File: config.mk
export PLATFORM = sky130hd
export DESIGN_NAME = control_unit
export DESIGN_NICKNAME = d
export VERILOG_FILES = /design/src/rtl/cpu_defs_pkg.sv /design/src/rtl/control_unit.sv
export SDC_FILE = /design/constraint.sdc
export NUM_CORES = 1
export LEC_CHECK = 0
export BUFFER_PORTS_ARGS = -buffer_cell sky130_fd_sc_hd__buf_2
export CORE_MARGIN = 3
export CORE_UTILIZATION = 45
export DETAILED_ROUTE_END_ITERATION = 10
export PLACE_DENSITY = 0.75
export REMOVE_ABC_BUFFERS = 1
export SLEW_MARGIN = 30
export SYNTH_ARGS = -nofsm -noshare
export SYNTH_HDL_FRONTEND = slang
export SYNTH_SLANG_ARGS = --single-unit
File: constraint.sdc
create_clock -name Clock -period 3.3 [get_ports Clock]
set_input_delay 0.66 -clock Clock [delete_from_list [all_inputs] [get_ports Clock]]
set_output_delay 0.66 -clock Clock [all_outputs]
set_load 0.1 [all_outputs]
File: src/rtl/cpu_defs_pkg.sv
// rtl/cpu_defs_pkg.sv - opcode constants, sequencer states and opcode classing for the mini-SRC control unit
package cpu_defs_pkg;

  localparam logic [4:0] OP_LD   = 5'b00000;
  localparam logic [4:0] OP_LDI  = 5'b00001;
  localparam logic [4:0] OP_ST   = 5'b00010;
  localparam logic [4:0] OP_ADD  = 5'b00011;
  localparam logic [4:0] OP_SUB  = 5'b00100;
  localparam logic [4:0] OP_SHR  = 5'b00101;
  localparam logic [4:0] OP_SHL  = 5'b00110;
  localparam logic [4:0] OP_ROR  = 5'b00111;
  localparam logic [4:0] OP_ROL  = 5'b01000;
  localparam logic [4:0] OP_AND  = 5'b01001;
  localparam logic [4:0] OP_OR   = 5'b01010;
  localparam logic [4:0] OP_ADDI = 5'b01011;
  localparam logic [4:0] OP_ANDI = 5'b01100;
  localparam logic [4:0] OP_ORI  = 5'b01101;
  localparam logic [4:0] OP_MUL  = 5'b01110;
  localparam logic [4:0] OP_DIV  = 5'b01111;
  localparam logic [4:0] OP_NEG  = 5'b10000;
  localparam logic [4:0] OP_NOT  = 5'b10001;
  localparam logic [4:0] OP_BR   = 5'b10010;
  localparam logic [4:0] OP_JR   = 5'b10011;
  localparam logic [4:0] OP_JAL  = 5'b10100;
  localparam logic [4:0] OP_IN   = 5'b10101;
  localparam logic [4:0] OP_OUT  = 5'b10110;
  localparam logic [4:0] OP_MFHI = 5'b10111;
  localparam logic [4:0] OP_MFLO = 5'b11000;
  localparam logic [4:0] OP_NOP  = 5'b11001;
  localparam logic [4:0] OP_HALT = 5'b11010;

  typedef enum logic [3:0] {
    S_RESET, S_T0, S_T1, S_T2, S_T3, S_T4, S_T5, S_T6, S_T7, S_HALT
  } state_t;

  // Opcodes sharing an identical execute sequence collapse into one class
  typedef enum logic [3:0] {
    C_ALU, C_IMM, C_MULDIV, C_NEGNOT, C_LDI, C_LD, C_ST, C_BR,
    C_JR, C_JAL, C_IN, C_OUT, C_MFHI, C_MFLO, C_NOP, C_HALT
  } op_class_t;

  function automatic op_class_t decode_op(input logic [4:0] op);
    case (op)
      OP_LD:                                    return C_LD;
      OP_LDI:                                   return C_LDI;
      OP_ST:                                    return C_ST;
      OP_ADD, OP_SUB, OP_SHR, OP_SHL,
      OP_ROR, OP_ROL, OP_AND, OP_OR:            return C_ALU;
      OP_ADDI, OP_ANDI, OP_ORI:                 return C_IMM;
      OP_MUL, OP_DIV:                           return C_MULDIV;
      OP_NEG, OP_NOT:                           return C_NEGNOT;
      OP_BR:                                    return C_BR;
      OP_JR:                                    return C_JR;
      OP_JAL:                                   return C_JAL;
      OP_IN:                                    return C_IN;
      OP_OUT:                                   return C_OUT;
      OP_MFHI:                                  return C_MFHI;
      OP_MFLO:                                  return C_MFLO;
      OP_HALT:                                  return C_HALT;
      default:                                  return C_NOP;
    endcase
  endfunction

  function automatic state_t last_step(input op_class_t cls);
    case (cls)
      C_NEGNOT, C_JAL:               return S_T4;
      C_ALU, C_IMM, C_LDI:           return S_T5;
      C_MULDIV, C_BR:                return S_T6;
      C_LD, C_ST:                    return S_T7;
      default:                       return S_T3;
    endcase
  endfunction

endpackage

File: src/rtl/control_unit.sv
// rtl/control_unit.sv - hardwired Moore control sequencer stepping the mini-SRC datapath through fetch and execute
module control_unit
  import cpu_defs_pkg::*;
(
  input  logic       Clock,
  input  logic       Clear,
  input  logic [4:0] opcode,
  input  logic       CON,
  input  logic       Stop,
  output logic       PCout, ZHighout, ZLowout, MDRout, HIout, LOout, Cout, InPortOut, BAout, Rout,
  output logic       PCin, IRin, MARin, MDRin, Yin, ZLowIn, ZHighIn, HIin, LOin, CONin, OutPortIn, Rin, LinkIn,
  output logic       GRA, GRB, GRC,
  output logic       IncPC, ForceAdd,
  output logic       Read, Write,
  output logic       Run
);

  state_t    state, next_state;
  op_class_t cls;

  assign cls = decode_op(opcode);

  always_ff @(posedge Clock or negedge Clear) begin
    if (!Clear) state <= S_RESET;
    else        state <= next_state;
  end

  // Stop is only honoured at an instruction boundary so the current instruction completes
  always_comb begin
    next_state = state;
    case (state)
      S_RESET: next_state = S_T0;
      S_T0:    next_state = S_T1;
      S_T1:    next_state = S_T2;
      S_T2:    next_state = S_T3;
      S_T3, S_T4, S_T5, S_T6, S_T7: begin
        if (state >= last_step(cls)) begin
          if (cls == C_HALT || Stop) next_state = S_HALT;
          else                       next_state = S_T0;
        end else begin
          next_state = state_t'(state + 4'd1);
        end
      end
      S_HALT:  next_state = S_HALT;
      default: next_state = S_RESET;
    endcase
  end

  always_comb begin
    PCout = 1'b0; ZHighout = 1'b0; ZLowout = 1'b0; MDRout = 1'b0; HIout = 1'b0;
    LOout = 1'b0; Cout = 1'b0; InPortOut = 1'b0; BAout = 1'b0; Rout = 1'b0;
    PCin = 1'b0; IRin = 1'b0; MARin = 1'b0; MDRin = 1'b0; Yin = 1'b0; ZLowIn = 1'b0;
    ZHighIn = 1'b0; HIin = 1'b0; LOin = 1'b0; CONin = 1'b0; OutPortIn = 1'b0;
    Rin = 1'b0; LinkIn = 1'b0; GRA = 1'b0; GRB = 1'b0; GRC = 1'b0;
    IncPC = 1'b0; ForceAdd = 1'b0; Read = 1'b0; Write = 1'b0;
    Run = (state != S_RESET) && (state != S_HALT);

    case (state)
      S_T0: begin PCout = 1'b1; MARin = 1'b1; IncPC = 1'b1; ZLowIn = 1'b1; end
      S_T1: begin ZLowout = 1'b1; PCin = 1'b1; Read = 1'b1; MDRin = 1'b1; end
      S_T2: begin MDRout = 1'b1; IRin = 1'b1; end
      S_T3, S_T4, S_T5, S_T6, S_T7: begin
        case (cls)
          C_ALU, C_IMM: begin
            case (state)
              S_T3: begin GRB = 1'b1; Rout = 1'b1; Yin = 1'b1; end
              S_T4: begin
                ZLowIn = 1'b1;
                if (cls == C_ALU) begin GRC = 1'b1; Rout = 1'b1; end
                else              Cout = 1'b1;
              end
              S_T5: begin ZLowout = 1'b1; GRA = 1'b1; Rin = 1'b1; end
              default: ;
            endcase
          end
          C_MULDIV: begin
            case (state)
              S_T3: begin GRA = 1'b1; Rout = 1'b1; Yin = 1'b1; end
              S_T4: begin GRB = 1'b1; Rout = 1'b1; ZLowIn = 1'b1; ZHighIn = 1'b1; end
              S_T5: begin ZLowout = 1'b1; LOin = 1'b1; end
              S_T6: begin ZHighout = 1'b1; HIin = 1'b1; end
              default: ;
            endcase
          end
          C_NEGNOT: begin
            case (state)
              S_T3: begin GRB = 1'b1; Rout = 1'b1; ZLowIn = 1'b1; end
              S_T4: begin ZLowout = 1'b1; GRA = 1'b1; Rin = 1'b1; end
              default: ;
            endcase
          end
          // ldi, ld and st share the base+offset address computation
          C_LDI, C_LD, C_ST: begin
            case (state)
              S_T3: begin GRB = 1'b1; BAout = 1'b1; Yin = 1'b1; end
              S_T4: begin Cout = 1'b1; ForceAdd = 1'b1; ZLowIn = 1'b1; end
              S_T5: begin
                ZLowout = 1'b1;
                if (cls == C_LDI) begin GRA = 1'b1; Rin = 1'b1; end
                else              MARin = 1'b1;
              end
              S_T6: begin
                MDRin = 1'b1;
                if (cls == C_LD) Read = 1'b1;
                else begin GRA = 1'b1; Rout = 1'b1; end
              end
              S_T7: begin
                if (cls == C_LD) begin MDRout = 1'b1; GRA = 1'b1; Rin = 1'b1; end
                else             Write = 1'b1;
              end
              default: ;
            endcase
          end
          C_BR: begin
            case (state)
              S_T3: begin GRA = 1'b1; Rout = 1'b1; CONin = 1'b1; end
              S_T4: begin PCout = 1'b1; Yin = 1'b1; end
              S_T5: begin Cout = 1'b1; ForceAdd = 1'b1; ZLowIn = 1'b1; end
              S_T6: begin ZLowout = 1'b1; PCin = CON; end
              default: ;
            endcase
          end
          C_JR:   if (state == S_T3) begin GRA = 1'b1; Rout = 1'b1; PCin = 1'b1; end
          C_JAL: begin
            if (state == S_T3) begin PCout = 1'b1; LinkIn = 1'b1; end
            if (state == S_T4) begin GRA = 1'b1; Rout = 1'b1; PCin = 1'b1; end
          end
          C_IN:   if (state == S_T3) begin InPortOut = 1'b1; GRA = 1'b1; Rin = 1'b1; end
          C_OUT:  if (state == S_T3) begin GRA = 1'b1; Rout = 1'b1; OutPortIn = 1'b1; end
          C_MFHI: if (state == S_T3) begin HIout = 1'b1; GRA = 1'b1; Rin = 1'b1; end
          C_MFLO: if (state == S_T3) begin LOout = 1'b1; GRA = 1'b1; Rin = 1'b1; end
          default: ;
        endcase
      end
      default: ;
    endcase
  end

endmodule

==> impl_metrics.toml, run 1 <==
[status]
status = "aborted with a tool error"
failing_step = "global routing"
error = "[ERROR DPL-0033] detailed placement checks failed during check placement."

[synth]
seq_area_frac_synth = 0.0811
syn-instance-count = 173
synth_edf_count = 0
ys_ff_latch = 4
synthFlopType = "dfrtp_1"
syn_area_sq_um = 1230
synth_area_per_cell_sq_um = 7.13
synth_cell_types = 48
synthArstFlopShare = 1.00
synth_warnings = 0

[place]
place_inst = 267
dp_slack_ps = -440
io_buffers = 39
place_congestion = 0.991
hpwl_um = 3650

[timing]
worst_endpoint_kind = "primary output"
grt_repair_worst_endpoint = "GRA"

[cts]
numCtsBuffers = 3
ctsHoldBuffers = 0
root_buffer = "clkbuf_4"
h-tree-depth = 1
clockBufferDepth = 2
cts.sinks = 4

[floorplan]
die_w_um = 58.4
row_count = 18
die_h_um = 58.4
io_pins = 40
initial_core_util = 0.485

[global_routing]
grt_max_degree = 12
antenna_found_initial = 0
## cell usage after synthesis (all sizes together) (3+ instances only)
cell / number / area share
inv: 13 / 0.040
nand2b: 6 / 0.030
nor2: 11 / 0.033
and3: 5 / 0.028
nand3: 7 / 0.028
o21ai: 12 / 0.049
o31ai: 7 / 0.043
dfrtp: 4 / 0.081
buf: 7 / 0.040
mux2i: 3 / 0.024
ha: 17 / 0.17
o22ai: 5 / 0.025
o211ai: 3 / 0.018
o2bb2ai: 4 / 0.033
o21a: 3 / 0.018
a21oi: 7 / 0.038
nand2: 26 / 0.079
and2: 3 / 0.015
## repair_timing
item	in CTS
buffers inserted	7
resized for setup	43
hold endpoints to repair	0
pin swaps	12
setup endpoints to repair	28
## stage by stage
step	hold WS [ps]	instance area, sq um
after CTS	219	2270
after global placement	462	2010
after floorplan	364	1180
after detailed placement	465	2010
## cell families after synthesis
logic type               share of synthesized area
AO/OA/AOI/OAI                                0.334
XOR/XNOR                                    0.0142
adder cells (fa/ha/maj)                      0.172
buffers and inverters                       0.0852
flip-flops                                  0.0811
multiplexers                                0.0426
AND/OR/NAND/NOR                              0.271
==> run 2, diff against run 1 <==
--- a/config.mk
+++ b/config.mk
@@ -7,9 +7,9 @@
 export LEC_CHECK = 0
 export BUFFER_PORTS_ARGS = -buffer_cell sky130_fd_sc_hd__buf_2
 export CORE_MARGIN = 3
-export CORE_UTILIZATION = 45
+export CORE_UTILIZATION = 30
 export DETAILED_ROUTE_END_ITERATION = 10
-export PLACE_DENSITY = 0.75
+export PLACE_DENSITY_LB_ADDON = 0.15
 export REMOVE_ABC_BUFFERS = 1
 export SLEW_MARGIN = 30
 export SYNTH_ARGS = -nofsm -noshare
==> constraint.sdc (replaced) <==
create_clock -name Clock -period 4.3 [get_ports Clock]
set_input_delay 0.86 -clock Clock [delete_from_list [all_inputs] [get_ports Clock]]
set_output_delay 0.86 -clock Clock [all_outputs]
set_load 0.1 [all_outputs]
==> impl_metrics.toml, run 2 <==
[floorplan]
die_h_um = 70.1
initial_core_util = 0.325
io_pins = 40
core_area_sq_um = 3800
dieArea_sq_um = 4920
die_w_um = 70.1
row_count = 22

[critical_path]
cp.arrival_ps = 3190
worst_path_most_repeated_cell = "inv_1"
cp_max_fo = 7
cpMaxStageDelayCell = "a221o_1"
critPathRequiredTime_ps = 3440
cp-start-kind = "input port"
path_class = "input port to output pin"
max_stage_delay_ps = 380
cp-end-kind = "output pin"
cp_cell_sequence = "buf_2, inv_1, ha_1, o22a_1, o21a_1, inv_1, ha_1, inv_1, o2bb2ai_1, a221o_1, o2111ai_2, buf_12"

[cts]
cts_tree = "yes"
h-tree-depth = 1
numCtsBuffers = 3
root_buffer = "clkbuf_8"
clkTransAtPathRegs_ps = 30
cts.sinks = 4
ctsHoldBuffers = 0
clockBufferDepth = 2
post-cts-setup-buffers = 0
clk_latency_ps = 220

[global_routing]
grt_max_degree = 13
gr-total-overflow = 0
antenna_found_initial = 0
grt_pass1_wl_um = 6290
grt_util_all_layers = 0.151
grt_pass1_vias = 1312

[layout]
nets = 241
largest_register_ffs = 4
finish.utilization = 0.435
top_register = "state"
layout_common_cells = "31 x buf_2, 26 x nand2_1, 17 x ha_1"
final_common_cell = "buf_2"
fillers = 406
reg_top3 = "state x4"
diodes = 0
drive_above_1_share = 0.286
syn2layout_area_growth_pct = 33.9

[drt]
vias = 1377
first_pass_iters = 5
drt_iter0_markers = 102
vias_per_cell = 5.28
drt-total-wl_um = 3780
drc_errors = 0
wire_per_inst_um = 14.5
detail-route-antenna-nets = 0

[flow_run]
drv_cap = 0

[synth]
synth.area.top_cells = "ha_1 17%, dfrtp_1 8.1%, nand2_1 7.9%, o21ai_0 4.5%, o31ai_1 4.3%"
yosysTopAreaCellShare = 0.172
syn_area_sq_um = 1230
synthArstFlopShare = 1.00
synth_warnings = 0
synth_commonest_cells = "26 x nand2_1, 17 x ha_1, 13 x inv_1"
synth_area_leader_cell = "ha_1"
synth_cell_types = 48
ys_ff_latch = 4
yosysMostFrequentCell = "nand2_1"
syn-instance-count = 173
synth_edf_count = 0
seq_area_frac_synth = 0.0811
synthFlopType = "dfrtp_1"
synth_area_per_cell_sq_um = 7.13

[timing]
setup_ws_ps = 255
clock.fmax_mhz = 247
skew_ps = 3.93
setup-tns-final_ps = 0
slew_violations = 0
relSlewSlack = 0.600
setup_viol = 0
finalCriticalPeriod_ps = 4050
rsz0062_at_grt = "no"
tightestPinTransition_ps = 598
finalCritPeriodShare = 0.941
hold_viol = 0

[pwr]
p_leak_uw = 0.000810
p_per_area_nw_per_um2 = 726
peakVddDrop_mv = 0.331
power.total_uw = 1200

[place]
hpwl_um = 3060
dp_slack_ps = 170
io_buffers = 39
place_congestion = 0.844

[min_path]
holdCritPathClass = "input port to async pin"

[status]
status = "completed"
run 2: cell counts after synthesis:
Identical to the previous run, type by type.
run 2: layer usage:
layer	track usage	vias up	wire length (um)	part of all wire
li1	-	713	-	-
met5	0	-	0	0
met1	0.213	613	1770	0.47
met4	0.0234	0	0	0
met3	0.0230	0	258	0.068
met2	0.248	51	1760	0.46
run 2: stage by stage:
| step | hold slack [ps] | std cells | instance area, sq um |
|---|---|---|---|
| global placement | 667 | 258 | 1610 |
| global route | 436 | 261 | 1650 |
| detailed placement | 668 | 258 | 1610 |
| floorplan | 564 | 164 | 1180 |
| finish | 434 | 261 | 1650 |
| CTS | 431 | 261 | 1650 |
run 2: what timing repair did:
action,4_1_cts,5_1_grt
endpoints found under the hold margin,0,0
resized for setup,0,2
setup endpoints to repair,0,8
run 2: cell type report:
| cell class | count | area [sq um] | share of cell area |
|---|---|---|---|
| multi-input combinational | 147 | 1030 | 0.626 |
| timing repair buffer | 46 | 368 | 0.223 |
| sequential | 4 | 100 | 0.0606 |
| tap | 48 | 60.1 | 0.0364 |
| inverter | 13 | 48.8 | 0.0295 |
| clock buffer | 3 | 41.3 | 0.0250 |
run 2: worst paths after layout:
path | from | end | slack, ps | cells past startpoint
setup / recovery | opcode[0] | GRA | 250 | 12
hold / removal | Clear | state[1] | 430 | 1
setup reg to reg | state[1] | state[2] | 2390 | 7
hold reg to reg | state[2] | state[2] | 680 | 1
max in group asynchronous | Clear | state[0] | 3750 | 1
min in group Clock | state[2] | state[2] | 680 | 1
run 2: where the power goes:
group	switching [uW]	internal, uW
Combinational	788	250
Sequential	25.4	54.6
Clock	21.0	59.8
Total	834	364
run 2: cell families (layout without fill, tap and decap cells):
group           after synthesis  in the layout  synth area share
compound gates               56             56             0.334
simple gates                 67             67             0.271
xor+xnor                      2              2            0.0142
fa+ha+maj                    17             17             0.172
flops                         4              4            0.0811
mux                           5              5            0.0426
buf+inv                      22             62            0.0852
run 2: worst max-delay path, delay by kind of cell:
kind            cells  cell delay [ps]
compound gates      5             1110
buf+inv             5              630
fa+ha+maj           2              590
Note: power is estimated with default switching activity, not from simulation.
==> run 3, diff against run 2 <==
--- a/config.mk
+++ b/config.mk
@@ -6,6 +6,8 @@
 export NUM_CORES = 1
 export LEC_CHECK = 0
 export BUFFER_PORTS_ARGS = -buffer_cell sky130_fd_sc_hd__buf_2
+export CELL_PAD_IN_SITES_DETAIL_PLACEMENT = 1
+export CELL_PAD_IN_SITES_GLOBAL_PLACEMENT = 1
 export CORE_MARGIN = 3
 export CORE_UTILIZATION = 30
 export DETAILED_ROUTE_END_ITERATION = 10
==> impl_metrics.toml, run 3 (synthesis results as in run 2) <==
[status]
status = "completed"

[pwr]
p_leak_uw = 0.000818
peakVddDrop_mv = 0.391
p_comb_frac = 0.868
seq_power_share = 0.068
power.total_uw = 1210
p_sw_frac = 0.698
power_switching_uw = 847
p_int_uw = 366
p_clk_frac = 0.064
p_per_area_nw_per_um2 = 725

[layout]
drive_above_1_share = 0.290
finalNonFillerCells = 262
nets = 242
final_common_cell = "buf_2"
reg_top3 = "state x4"
top_register = "state"
diodes = 0
stdcell_area_sq_um = 1670
layout_common_cells = "30 x buf_2, 26 x nand2_1, 17 x ha_1"
largest_register_ffs = 4
syn2layout_area_growth_pct = 35.7

[floorplan]
io_pins = 40
die_h_um = 70.1
dieArea_sq_um = 4920
initial_core_util = 0.325
die_w_um = 70.1
core_area_sq_um = 3800
row_count = 22

[critical_path]
cp-end-kind = "output pin"
worst_r2r_startpoint = "state[0]"
cp_max_fo = 8
cp_cell_sequence = "buf_2, ha_1, nor3_2, nand2b_1, o21a_1, ha_1, o31ai_2, buf_4, o31ai_1, buf_2"
critPathRequiredTime_ps = 3440
cpMaxStageDelayCell = "buf_2"
cp-start-kind = "input port"
max_stage_delay_ps = 470
cp.depth = 10
cp.arrival_ps = 3230
rr_endpoint = "state[2]"
crit_start = "opcode[1]"
crit_path_end = "MARin"
cp_num_buf_inv = 3
cp_top_family = "buffers and inverters"
rrSetupSlack_ps = 2330
path_class = "input port to output pin"
r2r_cells = 7

[place]
hpwl_um = 3590
place_inst = 259
place_congestion = 0.846
dpl_cell_area_sq_um = 1630
io_buffers = 39
dp_slack_ps = 69.5

[cts]
h-tree-depth = 1
root_buffer = "clkbuf_8"
postCtsResizedCells = 0
cts_tree = "yes"
cts.sinks = 4
clk_latency_ps = 210
numCtsBuffers = 3
clockBufferDepth = 2
clkTransAtPathRegs_ps = 30
ctsHoldBuffers = 0
post-cts-setup-buffers = 0

[drt]
drc_errors = 0
drt-total-wl_um = 4300
detail-route-antenna-nets = 0
wire_per_inst_um = 16.4
drt_iter0_markers = 55
first_pass_iters = 4
vias = 1444
vias_per_cell = 5.51

[global_routing]
grt_max_degree = 13
antenna_found_initial = 0
grt_pass1_wl_um = 7200
gr-total-overflow = 0
grt_util_all_layers = 0.174
grt_pass1_vias = 1464

[timing]
setup_viol = 0
skew_ps = 2.31
setup-tns-final_ps = 0
finalCritPeriodShare = 0.952
hold_viol = 0
finalCriticalPeriod_ps = 4090
relSlewSlack = 0.598
rsz0062_at_grt = "no"
setup_ws_ps = 207
tightestPinTransition_ps = 602
clock.fmax_mhz = 244
slew_violations = 0

[min_path]
holdCritPathClass = "input port to async pin"

[flow_run]
drv_cap = 0
-- run 3: cell types whose count changed in the layout (fill, tap and decap cells not counted) --
cell / change
buf_12: +1
buf_2: -1
buf_4: +1
-- run 3: worst register-to-register path, cell delays in order, from the launching register on --
cell and delay, ps:
dfrtp_1 410, inv_1 160, ha_1 310, nand3b_1 250, o31ai_1 200, o211ai_1 230, a21oi_1 190, mux2_2 160
-- run 3: power groups by stage --
stage	Combinational (uW)	Clock, uW	Sequential [uW]
6_report	1050	77.6	82.4
3_5_place_dp	1050	0	82.8
2_1_floorplan	808	0	72.8
3_3_place_gp	1040	0	80.1
5_1_grt	1110	82.9	87.6
4_1_cts	1060	79.7	82.6
-- run 3: metrics by stage --
| stage | util | hold slack (ps) |
|---|---|---|
| final | 0.441 | 451 |
| after global placement | 0.429 | 665 |
| after floorplan | - | 564 |
| after CTS | 0.439 | 450 |
| after global routing | 0.441 | 453 |
| after detailed placement | 0.429 | 680 |
-- run 3: worst min-delay path by stage --
| stage | from | cells past startpoint | end | slack [ps] |
|---|---|---|---|---|
| CTS | Clear | 1 | state[1] | 450 |
| finish | Clear | 1 | state[1] | 450 |
| global route | Clear | 1 | state[1] | 450 |
| floorplan | Clear | 0 | state[0] | 560 |
| detailed placement | Clear | 1 | state[0] | 680 |
| global placement | Clear | 1 | state[2] | 660 |
-- run 3: cell type report --
class,instances,area (sq um)
fill,494,2120
tap,48,60.1
multi-input combinational,147,1030
sequential,4,100
timing repair buffer,47,390
inverter,13,48.8
clock buffer,3,41.3
-- run 3: per-layer routing --
metal	part of all wire	routed length, um	track usage
met1	0.47	2020	0.234
met2	0.49	2120	0.301
met3	0.034	145	0.0187
met4	0.0049	21	0.0277
met5	0	0	0
